$ cat src/rtl/keypad_matrix_scanner_if.sv
// Key-event handshake bundle between the keypad scanner (master) and game logic (slave).
interface keypad_matrix_scanner_if;
   logic [3:0] key_code;
   logic       key_valid;
   logic       key_ready;
   logic       key_held;
   logic       overflow;

   modport master (output key_code, output key_valid, output key_held, output overflow,
                   input key_ready);
   modport slave  (input key_code, input key_valid, input key_held, input overflow,
                   output key_ready);
endinterface

$ cat src/rtl/keypad_matrix_scanner.sv
// 4x4 keypad column scanner with per-frame debounce, ghost rejection and a one-entry code register.
// Define KEYPAD_REPEAT_EN to enable auto-repeat while a key stays held.
module keypad_matrix_scanner #(
   parameter int SCAN_DIV      = 25000,
   parameter int DEBOUNCE_CNT  = 4,
   parameter int REPEAT_FRAMES = 64
) (
   input  logic       CLK,
   input  logic       RST,
   output logic [3:0] KEY_COL,
   input  logic [3:0] KEY_ROW,
   keypad_matrix_scanner_if.master key
);
   localparam int DW = $clog2(SCAN_DIV);
   localparam int CW = $clog2(DEBOUNCE_CNT + 1);
   localparam int RW = (REPEAT_FRAMES > 1) ? $clog2(REPEAT_FRAMES) : 1;
   localparam logic [DW-1:0] DIV_LAST = DW'(SCAN_DIV - 1);
   localparam logic [CW-1:0] DB_LAST  = CW'(DEBOUNCE_CNT - 1);
   localparam logic [RW-1:0] RPT_LAST = RW'(REPEAT_FRAMES - 1);
`ifdef KEYPAD_REPEAT_EN
   localparam bit RPT_EN = 1'b1;
`else
   localparam bit RPT_EN = 1'b0;
`endif

   typedef enum logic [1:0] {IDLE, DEBOUNCE, PRESSED} state_t;

   state_t          state;
   logic [3:0]      row_s1, row_s2;
   logic [DW-1:0]   dwell;
   logic [1:0]      col;
   logic [15:0]     snap;
   logic            frame_done;
   logic [3:0]      cand;
   logic [CW-1:0]   cnt;
   logic [RW-1:0]   rpt;

   logic            single, hit, accept;
   logic [3:0]      snap_code, acc_code;

   // Snapshot bit index is already {col,row}, so a one-hot frame decodes straight to the key code.
   always_comb begin
      snap_code = 4'd0;
      for (int i = 0; i < 16; i++)
         if (snap[i]) snap_code = 4'(i);
      single   = $onehot(snap);
      hit      = single && (snap_code == cand);
      acc_code = (state == IDLE) ? snap_code : cand;
      accept   = 1'b0;
      if (frame_done) begin
         case (state)
            IDLE:     accept = single && (DEBOUNCE_CNT == 1);
            DEBOUNCE: accept = hit && (cnt == DB_LAST);
            PRESSED:  accept = RPT_EN && hit && (rpt == RPT_LAST);
            default:  accept = 1'b0;
         endcase
      end
   end

   always_ff @(posedge CLK) begin
      if (RST) begin
         row_s1        <= 4'hF;
         row_s2        <= 4'hF;
         dwell         <= '0;
         col           <= 2'd0;
         KEY_COL       <= 4'b1110;
         snap          <= 16'd0;
         frame_done    <= 1'b0;
         state         <= IDLE;
         cand          <= 4'd0;
         cnt           <= '0;
         rpt           <= '0;
         key.key_code  <= 4'd0;
         key.key_valid <= 1'b0;
         key.key_held  <= 1'b0;
         key.overflow  <= 1'b0;
      end else begin
         row_s1     <= KEY_ROW;
         row_s2     <= row_s1;
         frame_done <= 1'b0;

         if (dwell == DIV_LAST) begin
            dwell                   <= '0;
            snap[{col, 2'b00} +: 4] <= ~row_s2;
            col                     <= col + 2'd1;
            KEY_COL                 <= ~(4'b0001 << (col + 2'd1));
            frame_done              <= (col == 2'd3);
         end else begin
            dwell <= dwell + 1'b1;
         end

         if (frame_done) begin
            case (state)
               IDLE: if (single) begin
                  cand <= snap_code;
                  if (DEBOUNCE_CNT == 1) begin
                     state        <= PRESSED;
                     cnt          <= '0;
                     rpt          <= '0;
                     key.key_held <= 1'b1;
                  end else begin
                     state <= DEBOUNCE;
                     cnt   <= CW'(1);
                  end
               end
               DEBOUNCE: begin
                  if (hit) begin
                     if (cnt == DB_LAST) begin
                        state        <= PRESSED;
                        cnt          <= '0;
                        rpt          <= '0;
                        key.key_held <= 1'b1;
                     end else begin
                        cnt <= cnt + 1'b1;
                     end
                  end else if (single) begin
                     cand <= snap_code;
                     cnt  <= CW'(1);
                  end else begin
                     state <= IDLE;
                     cnt   <= '0;
                  end
               end
               PRESSED: begin
                  if (hit) begin
                     cnt <= '0;
                     rpt <= (rpt == RPT_LAST) ? '0 : rpt + 1'b1;
                  end else begin
                     rpt <= '0;
                     if (cnt == DB_LAST) begin
                        state        <= IDLE;
                        cnt          <= '0;
                        key.key_held <= 1'b0;
                     end else begin
                        cnt <= cnt + 1'b1;
                     end
                  end
               end
               default: state <= IDLE;
            endcase
         end

         // A fresh load takes priority over a consume landing on the same edge.
         if (accept) begin
            if (!key.key_valid || key.key_ready) begin
               key.key_code  <= acc_code;
               key.key_valid <= 1'b1;
            end else begin
               key.overflow <= 1'b1;
            end
         end else if (key.key_valid && key.key_ready) begin
            key.key_valid <= 1'b0;
         end
      end
   end
endmodule

$ cat src/flat_wrapper.sv
// flat-port wrapper written by rule: the top's interface ports become plain ports
module keypad_matrix_scanner_flat 
#(
   parameter int SCAN_DIV      = 25000,
   parameter int DEBOUNCE_CNT  = 4,
   parameter int REPEAT_FRAMES = 64
)
  (CLK, RST, KEY_COL, KEY_ROW, key_key_code, key_key_valid, key_key_held, key_overflow, key_key_ready);
  keypad_matrix_scanner_if key_i ();
  input  logic CLK;
  input  logic RST;
  output logic [3:0] KEY_COL;
  input  logic [3:0] KEY_ROW;
  output wire logic [$bits(key_i.key_code)-1:0] key_key_code;
  output wire logic [$bits(key_i.key_valid)-1:0] key_key_valid;
  output wire logic [$bits(key_i.key_held)-1:0] key_key_held;
  output wire logic [$bits(key_i.overflow)-1:0] key_overflow;
  input wire logic [$bits(key_i.key_ready)-1:0] key_key_ready;
  assign key_key_code = key_i.key_code;
  assign key_key_valid = key_i.key_valid;
  assign key_key_held = key_i.key_held;
  assign key_overflow = key_i.overflow;
  assign key_i.key_ready = key_key_ready;
  keypad_matrix_scanner #(.SCAN_DIV(SCAN_DIV), .DEBOUNCE_CNT(DEBOUNCE_CNT), .REPEAT_FRAMES(REPEAT_FRAMES)) u_core (.CLK(CLK), .RST(RST), .KEY_COL(KEY_COL), .KEY_ROW(KEY_ROW), .key(key_i));
endmodule
$ cat config.mk
export PLATFORM = sky130hd
export DESIGN_NAME = keypad_matrix_scanner_flat
export DESIGN_NICKNAME = d
export VERILOG_FILES = /design/src/rtl/keypad_matrix_scanner_if.sv /design/src/rtl/keypad_matrix_scanner.sv /design/src/flat_wrapper.sv
export SDC_FILE = /design/constraint.sdc
export NUM_CORES = 1
export LEC_CHECK = 0
export BUFFER_PORTS_ARGS = -buffer_cell sky130_fd_sc_hd__buf_2
export CAP_MARGIN = 20
export CORE_UTILIZATION = 49
export CTS_CLUSTER_DIAMETER = 30
export DETAILED_ROUTE_END_ITERATION = 10
export PLACE_DENSITY = 0.67
export SYNTH_ARGS = -nofsm -noshare
export SYNTH_HDL_FRONTEND = slang
export SYNTH_SLANG_ARGS = --single-unit
$ cat constraint.sdc
create_clock -name CLK -period 7.6 [get_ports CLK]
set_clock_uncertainty 0.1 [all_clocks]
set_input_delay 1.14 -clock CLK [delete_from_list [all_inputs] [get_ports CLK]]
set_output_delay 1.14 -clock CLK [all_outputs]
set_load 0.02 [all_outputs]
Word-level counts from Yosys, hierarchy flattened:

Index checks and enable logic that the tools add are counted.

* register bits: 62
* input bits: 7
* output and inout port bits: 11
* word-level logic and storage cells: 118

* add/subtract/negate cells: 19
* equality and inequality tests: 16
* shift-type cells: 3
* multiplexer cells: 43
* bitwise operators: 4
* reduce and logical (&&, ||, !) cells: 19

Operator list (count)
* $mux 4: 11
* $add 5x5->5: 7
* $mux 3: 8
* $add 1x1->2: 8
* $bwmux 16: 1
* $mux 2: 8
* $shift 4x6->16 const A: 1
* $shiftx 4x6->16: 1
* $add 15x1->15 const B: 1
* $eq 15x15->1 const B: 1
* $reduce_and 6->1: 2
* $mux 1: 11
* $pmux 3 s3: 1
* $ne 2x1->1 const B: 4
* $not 4->4: 2
* $pmux 4 s2: 1
* $ne 2x2->1 const B: 3
* $ne 3x3->1 const B: 2
* $neg 4->6: 1
* $pmux 2 s3: 1
* $reduce_and 2->1: 3
* $reduce_and 3->1: 2
* $reduce_bool 2->1: 3
* $eq 5x1->1 const B: 1
* other kinds (15): 20

Depth between registers and ports, before layout:

Gate-level depths: netlist (run 1).

* depth after elaboration: 22
* gate-level depth with buffers: 18
* mapped depth without buffers: 18

Least setup slack after synthesis (run 1):

No wires, ideal clock.

* path type: register to register
* start: reg u_core.snap[2]
* end: reg u_core.key.key_code[0]
* setup time: 0.120 ns
* arrival: 5.198 ns
* required time: 7.380 ns
* path slack: 2.182 ns
* cell stages (with the launch flop): 17
* buffers on the path: 0
* clock period less this slack: 5.418 ns
* path through: dfxtp_1 -> inv_1 -> ha_1 -> inv_1 -> fa_1 -> fa_1 -> fa_1 -> inv_1 -> fa_1 -> ha_1 -> fa_1 -> nor4b_1 -> o21a_1 -> or3b_2 -> a2111oi_4 -> nand4_4 -> mux2i_1

* longest elaborated chain between the ends: 20
* elaborated cells between the ends (all ways): 26
* those cells by class: add/sub: 4; eq/ne: 2; mux: 17; reduce/logical: 3

Ends and longest elaborated chain
* from (decl): RTL line keypad_matrix_scanner.sv:32 `logic [15:0] snap;`
* from (signal, indexed assignment): RTL line keypad_matrix_scanner.sv:84 `snap[{col, 2'b00} +: 4] <= ~row_s2;`
* parallel branches: the longest is 20 deep, another holds $add 5x5->5
* to (signal assigned): RTL line keypad_matrix_scanner.sv:146 `key.key_code <= acc_code;`
* to (decl): RTL line keypad_matrix_scanner_if.sv:9 `modport master (output key_code, output key_valid, output key_held, output overflow,`

Parallel ways; which one is timed is not known.
A chain may end at the register's enable or synchronous reset.

Worst setup path in the final report (run 1):

* start: reg u_core.snap[4]
* end: reg u_core.key.key_code[3]

* longest elaborated chain between the ends: 18
* elaborated cells between the ends (all ways): 23
* those cells by class: add/sub: 4; eq/ne: 2; mux: 14; reduce/logical: 3

Ends and longest elaborated chain
* parallel branches: the longest is 13 deep, another holds $add 5x5->5
* $logic_and 1x1->1 *: RTL line keypad_matrix_scanner.sv:47 `hit = single && (snap_code == cand);`
* $logic_and 1x1->1 *: RTL line keypad_matrix_scanner.sv:53 `DEBOUNCE: accept = hit && (cnt == DB_LAST);`
* $mux 1 *: RTL line keypad_matrix_scanner.sv:51 `case (state)`
* $mux 1 *: RTL line keypad_matrix_scanner.sv:50 `if (frame_done) begin`
* $reduce_and 2->1 (no source line) *

Every way passes the cells marked *.

==> results.rst, run 1 <==
.. list-table::
   :header-rows: 1

   * - Metric
     - Value
   * - Total routing usage reported by global routing
     - 19.1%
   * - Peak supply drop
     - 0.151 mV
   * - Commonest cells after routing, fill and taps aside
     - sky130_fd_sc_hd__dfxtp_1 (62), sky130_fd_sc_hd__nor2_1 (49), sky130_fd_sc_hd__inv_1 (41)
   * - Hold wc startpoint
     - u_core.row_s1[1]$_SDFF_PP1_
   * - Global placement routability congestion
     - 0.756
   * - Slack of the worst reg-to-reg path
     - 1.77 ns
   * - Critical Path Start
     - u_core.snap[4]$_SDFFE_PP0P_
   * - Total core area
     - 6760 sq um
   * - Reg2Reg Depth
     - 16
   * - Endpoints failing hold
     - 0
   * - Static Leakage
     - 1.55 nW
   * - Switching part of the total power
     - 21.9%
   * - Count of port buffers added during placement
     - 17
   * - Count of H-tree levels built during CTS
     - 3
   * - Horiz. Die Dim
     - 85.6 microns
   * - Sum of negative setup slack
     - 0 ns
   * - Yosys warnings
     - 0
   * - Setup CP Type
     - reg -> reg
   * - Mapped Cells
     - 388
   * - Cell Count Post-Placement
     - 474
   * - Count of buffers added by post-CTS timing repair for setup
     - 0
   * - Remaining max-slew budget at the tightest pin
     - 42.5%
   * - Dominant synthesized flop cell
     - sky130_fd_sc_hd__dfxtp_1
   * - Die height
     - 85.6 microns
   * - Number of enable flip-flop cells after synthesis
     - 0
   * - Clock buffers created by TritonCTS
     - 9
   * - End of the worst register-to-register path
     - u_core.key.key_code[3]$_SDFFE_PP0P_
   * - Last element of the critical path
     - u_core.key.key_code[3]$_SDFFE_PP0P_
   * - Slew @ Worst Pin
     - 0.863 ns
   * - Number of detailed-route iterations in the first pass
     - 5
   * - Number of inserted diodes
     - 0
   * - First-pass GRT wire length
     - 11100 microns
   * - Number of antenna violations at the first check in global routing
     - 0
   * - Critical path peak fanout
     - 10
   * - Avg Inst Size Synth
     - 8.82 sq um
   * - First DRT Iteration DRCs
     - 168
   * - Top-level I/O count
     - 18
   * - Post-route insts no fill
     - 490
   * - Number of core rows
     - 30
   * - Detailed-route vias per instance
     - 5.38
   * - Reg power frac
     - 52.4%
   * - Data arrival at the endpoint of the critical path
     - 5.96 ns
   * - Maximum buffer depth of the clock tree
     - 2
   * - Fraction of registers with async set/reset
     - 0%
   * - Vias in the first global route
     - 2496
   * - Clock tree from TritonCTS
     - yes
   * - Final critical delay including setup and external delays
     - 5.83 ns
   * - Final core utilization
     - 55.7%
   * - Number of clock sinks
     - 62
   * - Clock network fraction of total power
     - 45.7%
   * - Residual overflow from global routing
     - 0
   * - DRC
     - 0
   * - Routed length per instance
     - 12.6 microns
   * - Via count
     - 2635
   * - Count of final setup violators
     - 0
   * - Total wire length after detailed routing
     - 6170 microns
   * - Fraction of layout instances using a drive strength above 1
     - 11.7%
   * - Seq cells post-synth
     - 62
   * - Clk pin slew, worst setup/hold paths
     - 0.07 ns
   * - Power density cells
     - 167 nW/um^2
   * - Data required time at the worst endpoint
     - 7.72 ns
   * - Maximum number of pins on one net before global-route repair
     - 58
   * - Post-synthesis to final-layout area growth
     - 10.0%
   * - Cell at the root of the clock tree
     - sky130_fd_sc_hd__clkbuf_8
   * - Effective utilization at floorplan
     - 50.6%
   * - Total internal power
     - 492 uW
   * - Net Switching
     - 138 uW
   * - Floorplan die area
     - 7320 sq um
   * - Synthesized area
     - 3420 sq um
   * - Syn_nets
     - 433
   * - Count of maximum capacitance violations
     - 0
   * - Portion of the post-synthesis area used by sequential elements
     - 36.3%
   * - Unrepaired setup endpoints after global routing
     - false
   * - Number of distinct library cell variants in the gate-level netlist after synthesis
     - 50
   * - Maximum clock frequency
     - 0.171 GHz
   * - Most common library cell in the layout ignoring fill and taps
     - sky130_fd_sc_hd__dfxtp_1
   * - Cts-stage hold buffer count
     - 0
   * - Source-to-sink clock delay at the later pin of the worst-skew pair
     - 0.34 ns
   * - Run status
     - completed
   * - Power share of the combinational group
     - 1.8%
   * - Count of antenna-violating nets left after detailed routing
     - 0
   * - Launching point of the worst reg2reg path
     - u_core.snap[4]$_SDFFE_PP0P_
   * - Nature of the critical path endpoint
     - flip-flop
   * - Hold/Removal Path Class
     - reg -> reg
   * - Final nets
     - 450
   * - Final period utilization
     - 76.8%
   * - DPL Wire Length
     - 4520 microns
   * - Number of gates resized after CTS
     - 0
   * - Startpoint Class
     - flip-flop
   * - Max Transition Viols Final
     - 0
==> cells in the mapped netlist (4+ instances only) <==
| cell type | n | area (sq um) |
|---|---|---|
| sky130_fd_sc_hd__a211o_1 | 4 | 35.0 |
| sky130_fd_sc_hd__a21oi_1 | 28 | 140 |
| sky130_fd_sc_hd__clkbuf_1 | 11 | 41.3 |
| sky130_fd_sc_hd__dfxtp_1 | 62 | 1240 |
| sky130_fd_sc_hd__fa_1 | 11 | 220 |
| sky130_fd_sc_hd__ha_1 | 27 | 338 |
| sky130_fd_sc_hd__inv_1 | 41 | 154 |
| sky130_fd_sc_hd__mux2i_1 | 9 | 90.1 |
| sky130_fd_sc_hd__nand2_1 | 12 | 45.0 |
| sky130_fd_sc_hd__nand2b_1 | 13 | 81.3 |
| sky130_fd_sc_hd__nand3_1 | 7 | 35.0 |
| sky130_fd_sc_hd__nor2_1 | 49 | 184 |
| sky130_fd_sc_hd__nor3_1 | 21 | 105 |
| sky130_fd_sc_hd__o21ai_0 | 15 | 75.1 |
| sky130_fd_sc_hd__or2_2 | 9 | 56.3 |
| sky130_fd_sc_hd__or3_1 | 11 | 68.8 |
| sky130_fd_sc_hd__xnor2_1 | 7 | 61.3 |
| sky130_fd_sc_hd__xor2_1 | 7 | 61.3 |
==> final cells by class <==
type	instances	area (sq um)
clock buffers	10	138
clock inverters	6	61.3
fillers	632	2990
inverters	41	154
multi-input cells	274	1980
flip-flops and latches	62	1240
well taps	80	100
repair buffers	17	85.1
==> state kept, by name, summed over array words and instances, names as in the netlist <==
name	flops
u_core.col	2
u_core.key.key_held	1
u_core.snap	16
u_core.cnt	3
u_core.key.overflow	1
u_core.frame_done	1
u_core.dwell	15
u_core.state	2
u_core.KEY_COL	4
u_core.row_s1	4
u_core.row_s2	4
u_core.cand	4
u_core.key.key_code	4
u_core.key.key_valid	1
==> power groups by stage <==
stage                     logic [mW]  registers, mW  clock network [mW]
after floorplan              0.00930          0.337                   0
after global placement        0.0115          0.338                   0
after detailed placement      0.0116          0.338                   0
after CTS                     0.0116          0.330               0.296
after global routing          0.0132          0.330               0.310
final                         0.0115          0.330               0.288
==> worst min path at each step <==
stage                                             end  slack [ns]  cells past startpoint
after CTS                 u_core.row_s2[1]$_SDFF_PP1_        0.31                      1
final                     u_core.row_s2[1]$_SDFF_PP1_        0.31                      1
after floorplan           u_core.row_s2[0]$_SDFF_PP1_        0.29                      1
after detailed placement  u_core.row_s2[2]$_SDFF_PP1_        0.29                      1
after global placement    u_core.row_s2[3]$_SDFF_PP1_        0.29                      1
after global routing      u_core.row_s2[2]$_SDFF_PP1_        0.32                      1
==> metal layers <==
metal	up-vias	global-route usage, %	part of all wire, %
met5	-	0	0
met4	0	8.18	2.1
met3	13	3.18	2.4
met2	34	30.8	46
met1	1229	25.4	49
li1	1359	-	-
==> cell families after synthesis <==
family,share of synthesized area (%)
AND/OR/NAND/NOR,22.0
AO/OA/AOI/OAI,13.5
flip-flops,36.3
buffers and inverters,5.71
adder cells (fa/ha/maj),16.3
XOR/XNOR,3.58
multiplexers,2.63
==> worst max-delay path, cell delays in order, from the launching register on <==
cell,delay [ns]
sky130_fd_sc_hd__dfxtp_1,0.40
sky130_fd_sc_hd__inv_1,0.07
sky130_fd_sc_hd__ha_1,0.27
sky130_fd_sc_hd__inv_1,0.04
sky130_fd_sc_hd__fa_1,0.39
sky130_fd_sc_hd__fa_1,0.50
sky130_fd_sc_hd__fa_1,0.54
sky130_fd_sc_hd__inv_1,0.05
sky130_fd_sc_hd__fa_1,0.48
sky130_fd_sc_hd__ha_1,0.24
sky130_fd_sc_hd__fa_1,0.44
sky130_fd_sc_hd__nor4b_1,0.31
sky130_fd_sc_hd__o21a_1,0.36
sky130_fd_sc_hd__or3b_2,0.53
sky130_fd_sc_hd__a2111oi_4,0.61
sky130_fd_sc_hd__nand4_4,0.22
sky130_fd_sc_hd__mux2i_1,0.16
==> per-stage QoR <==
stage	setup WS, ns	instance area [sq um]	total power, mW	hold WS [ns]
2_1_floorplan	2.18	3420	0.346	0.289
3_3_place_gp	1.89	3560	0.349	0.293
3_5_place_dp	1.72	3560	0.349	0.294
4_1_cts	1.74	3760	0.638	0.308
5_1_grt	1.33	3760	0.654	0.322
6_report	1.77	3760	0.630	0.307
Power figures use the tool's default switching activity.
==> inputs of run 2 (changes only) <==
Clock period 7.6 ns to 5.5 ns, I/O delays scaled along.
==> run 2 against run 1 <==
Clock power up 20%; sequential share of layout area is 0.70 points lower; critical path depth up 1; cell area rose by 2.3%; cell count increased by 2.4%; fmax rose by 11%; die area did not move; routed wire length is 7.2% higher; largest cell class unchanged.
==> results.rst, run 2 (same netlist as run 1, synthesis figures left out) <==
.. list-table::
   :header-rows: 1

   * - Metric
     - Value
   * - Registers with the most flip-flops
     - u_core.snap: 16 flops, u_core.dwell: 15 flops
   * - Nature of the critical path endpoint
     - flip-flop
   * - Most common library cell in the layout ignoring fill and taps
     - sky130_fd_sc_hd__dfxtp_1
   * - Final period utilization
     - 95.7% (+19 points)
   * - Remaining max-slew budget at the tightest pin
     - 40.7% (-1.8 points)
   * - Critical path peak fanout
     - 10 (unchanged)
   * - Number of inserted diodes
     - 0 (unchanged)
   * - Startpoint Class
     - flip-flop
   * - Setup CP Type
     - reg -> reg
   * - Source-to-sink clock delay at the later pin of the worst-skew pair
     - 0.35 ns (about the same)
   * - Number of detailed-route iterations in the first pass
     - 4 (-1)
   * - Hold endpoint
     - u_core.row_s2[1]$_SDFF_PP1_
   * - Placed cell areas
     - 3630 sq um (+1.9%)
   * - Cell at the root of the clock tree
     - sky130_fd_sc_hd__clkbuf_8
   * - Area taken by multi-input logic gates
     - 2010 sq um (+1.3%)
   * - Clk pin slew, worst setup/hold paths
     - 0.07 ns (about the same)
   * - Endpoints failing hold
     - 0 (unchanged)
   * - Commonest cells after routing, fill and taps aside
     - sky130_fd_sc_hd__dfxtp_1 (61), sky130_fd_sc_hd__nor2_1 (49), sky130_fd_sc_hd__inv_1 (41)
   * - Maximum number of pins on one net before global-route repair
     - 58 (unchanged)
   * - FF+latch area
     - 1240 sq um (+0.10%)
   * - Maximum clock frequency
     - 0.190 GHz (+11%)
   * - Count of H-tree levels built during CTS
     - 3 (unchanged)
   * - Final critical delay including setup and external delays
     - 5.26 ns (-0.572 ns)
   * - First-pass GRT wire length
     - 11400 microns (+2.6%)
   * - Post-Place Worst Slack
     - 0.0341 ns (-1.69 ns)
   * - Fillers
     - 627 (-0.79%)
   * - Residual overflow from global routing
     - 0 (unchanged)
   * - Total routing usage reported by global routing
     - 19.8% (+0.73 points)
   * - Total core area
     - 6760 sq um (unchanged)
   * - Global placement routability congestion
     - 0.813 (+7.7%)
   * - Data required time at the worst endpoint
     - 5.63 ns (-2.09 ns)
   * - Slack of the worst reg-to-reg path
     - 0.24 ns (-1.53 ns)
   * - Final nets
     - 462 (+2.7%)
   * - First DRT Iteration DRCs
     - 103 (-39%)
   * - Flip-flop count of the largest register, all copies and words added
     - 16 (unchanged)
   * - Hold wc startpoint
     - u_core.row_s1[1]$_SDFF_PP1_
   * - DPL Wire Length
     - 4880 microns (+8.1%)
   * - Number of antenna violations at the first check in global routing
     - 0 (unchanged)
   * - Top-level I/O count
     - 18 (unchanged)
   * - Fin area
     - 3850 sq um (+2.3%)
   * - Run status
     - completed
   * - Register bank with the most flops
     - u_core.snap
   * - Vias in the first global route
     - 2509 (+0.52%)
   * - Routed length per instance
     - 13.2 microns (+4.6%)
   * - Total wire length after detailed routing
     - 6610 microns (+7.2%)
   * - Count of maximum capacitance violations
     - 0 (unchanged)
   * - Maximum buffer depth of the clock tree
     - 2 (unchanged)
   * - Sum of negative setup slack
     - 0 ns (unchanged)
   * - Die height
     - 85.6 microns (unchanged)
   * - Count of final setup violators
     - 0 (unchanged)
   * - Via count
     - 2692 (+2.2%)
   * - Horiz. Die Dim
     - 85.6 microns (unchanged)
   * - Slack of the critical path
     - 0.238 ns (-1.53 ns)
   * - Post-synthesis to final-layout area growth
     - 12.5%
   * - Data arrival at the endpoint of the critical path
     - 5.40 ns (-0.56 ns)
   * - End of the worst register-to-register path
     - u_core.key.key_code[1]$_SDFFE_PP0P_
   * - Unrepaired setup endpoints after global routing
     - false
   * - Effective utilization at floorplan
     - 50.6% (unchanged)
   * - Detailed-route vias per instance
     - 5.36 (-0.28%)
   * - Hold/Removal Path Class
     - reg -> reg
   * - Slew @ Worst Pin
     - 0.889 ns (+0.0266 ns)
   * - Count of port buffers added during placement
     - 17 (unchanged)
   * - Clock buffers created by TritonCTS
     - 9 (unchanged)
   * - Number of clock sinks
     - 62 (unchanged)
   * - Fraction of layout instances using a drive strength above 1
     - 14.9% (+3.2 points)
   * - Number of core rows
     - 30 (unchanged)
   * - Reg2Reg Depth
     - 17 (+1)
   * - Peak supply drop
     - 0.183 mV (+21%)
   * - Number of cells on the worst hold path
     - 1 (unchanged)
   * - Static Leakage
     - 1.61 nW (+3.9%)
   * - Floorplan die area
     - 7320 sq um (unchanged)
   * - DRC
     - 0 (unchanged)
   * - Count of antenna-violating nets left after detailed routing
     - 0 (unchanged)
   * - Launching point of the worst reg2reg path
     - u_core.snap[4]$_SDFFE_PP0P_
   * - Power density cells
     - 213 nW/um^2 (+27%)
   * - Clock tree from TritonCTS
     - yes
   * - Max Transition Viols Final
     - 0 (unchanged)
[run 2: area by class of cell]
type / instances / area share [%]
clock inverter: 6 / 0.943
timing repair buffer: 29 / 4.65
inverter: 41 / 4.00
tap: 80 / 2.60
sequential: 62 / 32.3
multi-input combinational: 274 / 52.2
clock buffer: 10 / 3.32
[run 2: power by group]
part | internal [mW] | total [mW] | switching (mW)
sequential | 0.453 | 0.456 | 0.00316
clock | 0.162 | 0.345 | 0.184
combinational | 0.00671 | 0.0162 | 0.00953
[run 2: worst max path at each step]
| stage | end | from | cells past startpoint | slack (ns) |
|---|---|---|---|---|
| 3_3_place_gp | u_core.state[0]$_SDFFE_PP0P_ | u_core.snap[2]$_SDFFE_PP0P_ | 17 | 0.15 |
| 2_1_floorplan | u_core.key.key_code[0]$_SDFFE_PP0P_ | u_core.snap[2]$_SDFFE_PP0P_ | 16 | 0.08 |
| 4_1_cts | u_core.state[0]$_SDFFE_PP0P_ | u_core.snap[2]$_SDFFE_PP0P_ | 17 | 0.02 |
| 6_report | u_core.key.key_code[1]$_SDFFE_PP0P_ | u_core.snap[4]$_SDFFE_PP0P_ | 17 | 0.24 |
| 3_5_place_dp | u_core.state[0]$_SDFFE_PP0P_ | u_core.snap[2]$_SDFFE_PP0P_ | 17 | 0.03 |
| 5_1_grt | u_core.state[0]$_SDFFE_PP0P_ | u_core.snap[3]$_SDFFE_PP0P_ | 17 | 0.009 |
[run 2: per-layer routing]
metal,vias up,GRT usage (%),wire (microns)
met4,0,6.82,97
met5,-,0,0
met3,10,5.58,191
li1,1394,-,-
met1,1254,25.1,3220
met2,34,32.5,3100
[run 2: worst max-delay path, stage by stage, from the launching register on]
cell                        delay (ns)
sky130_fd_sc_hd__dfxtp_1          0.39
sky130_fd_sc_hd__inv_1            0.06
sky130_fd_sc_hd__ha_1             0.27
sky130_fd_sc_hd__inv_1            0.04
sky130_fd_sc_hd__fa_1             0.38
sky130_fd_sc_hd__fa_1             0.50
sky130_fd_sc_hd__fa_1             0.55
sky130_fd_sc_hd__inv_1            0.06
sky130_fd_sc_hd__fa_1             0.48
sky130_fd_sc_hd__ha_1             0.24
sky130_fd_sc_hd__fa_1             0.45
sky130_fd_sc_hd__nor4b_2          0.25
sky130_fd_sc_hd__o21a_1           0.17
sky130_fd_sc_hd__or3b_4           0.41
sky130_fd_sc_hd__a2111oi_4        0.34
sky130_fd_sc_hd__buf_6            0.18
sky130_fd_sc_hd__nand4_4          0.14
sky130_fd_sc_hd__mux2i_1          0.15
[run 2: metrics by stage]
stage	instances	power [mW]	utilization, %	hold WS [ns]
floorplan	388	0.479	-	0.289
global placement	483	0.483	53.8	0.293
detailed placement	483	0.483	53.8	0.293
CTS	499	0.828	56.2	0.309
global route	502	0.848	57.0	0.324
finish	502	0.818	57.0	0.308
[run 2: timing repair]
item / CTS / global route
buffers inserted: 0 / 3
setup endpoints to repair: 0 / 16
resized for setup: 0 / 7
hold buffers: 0 / 0
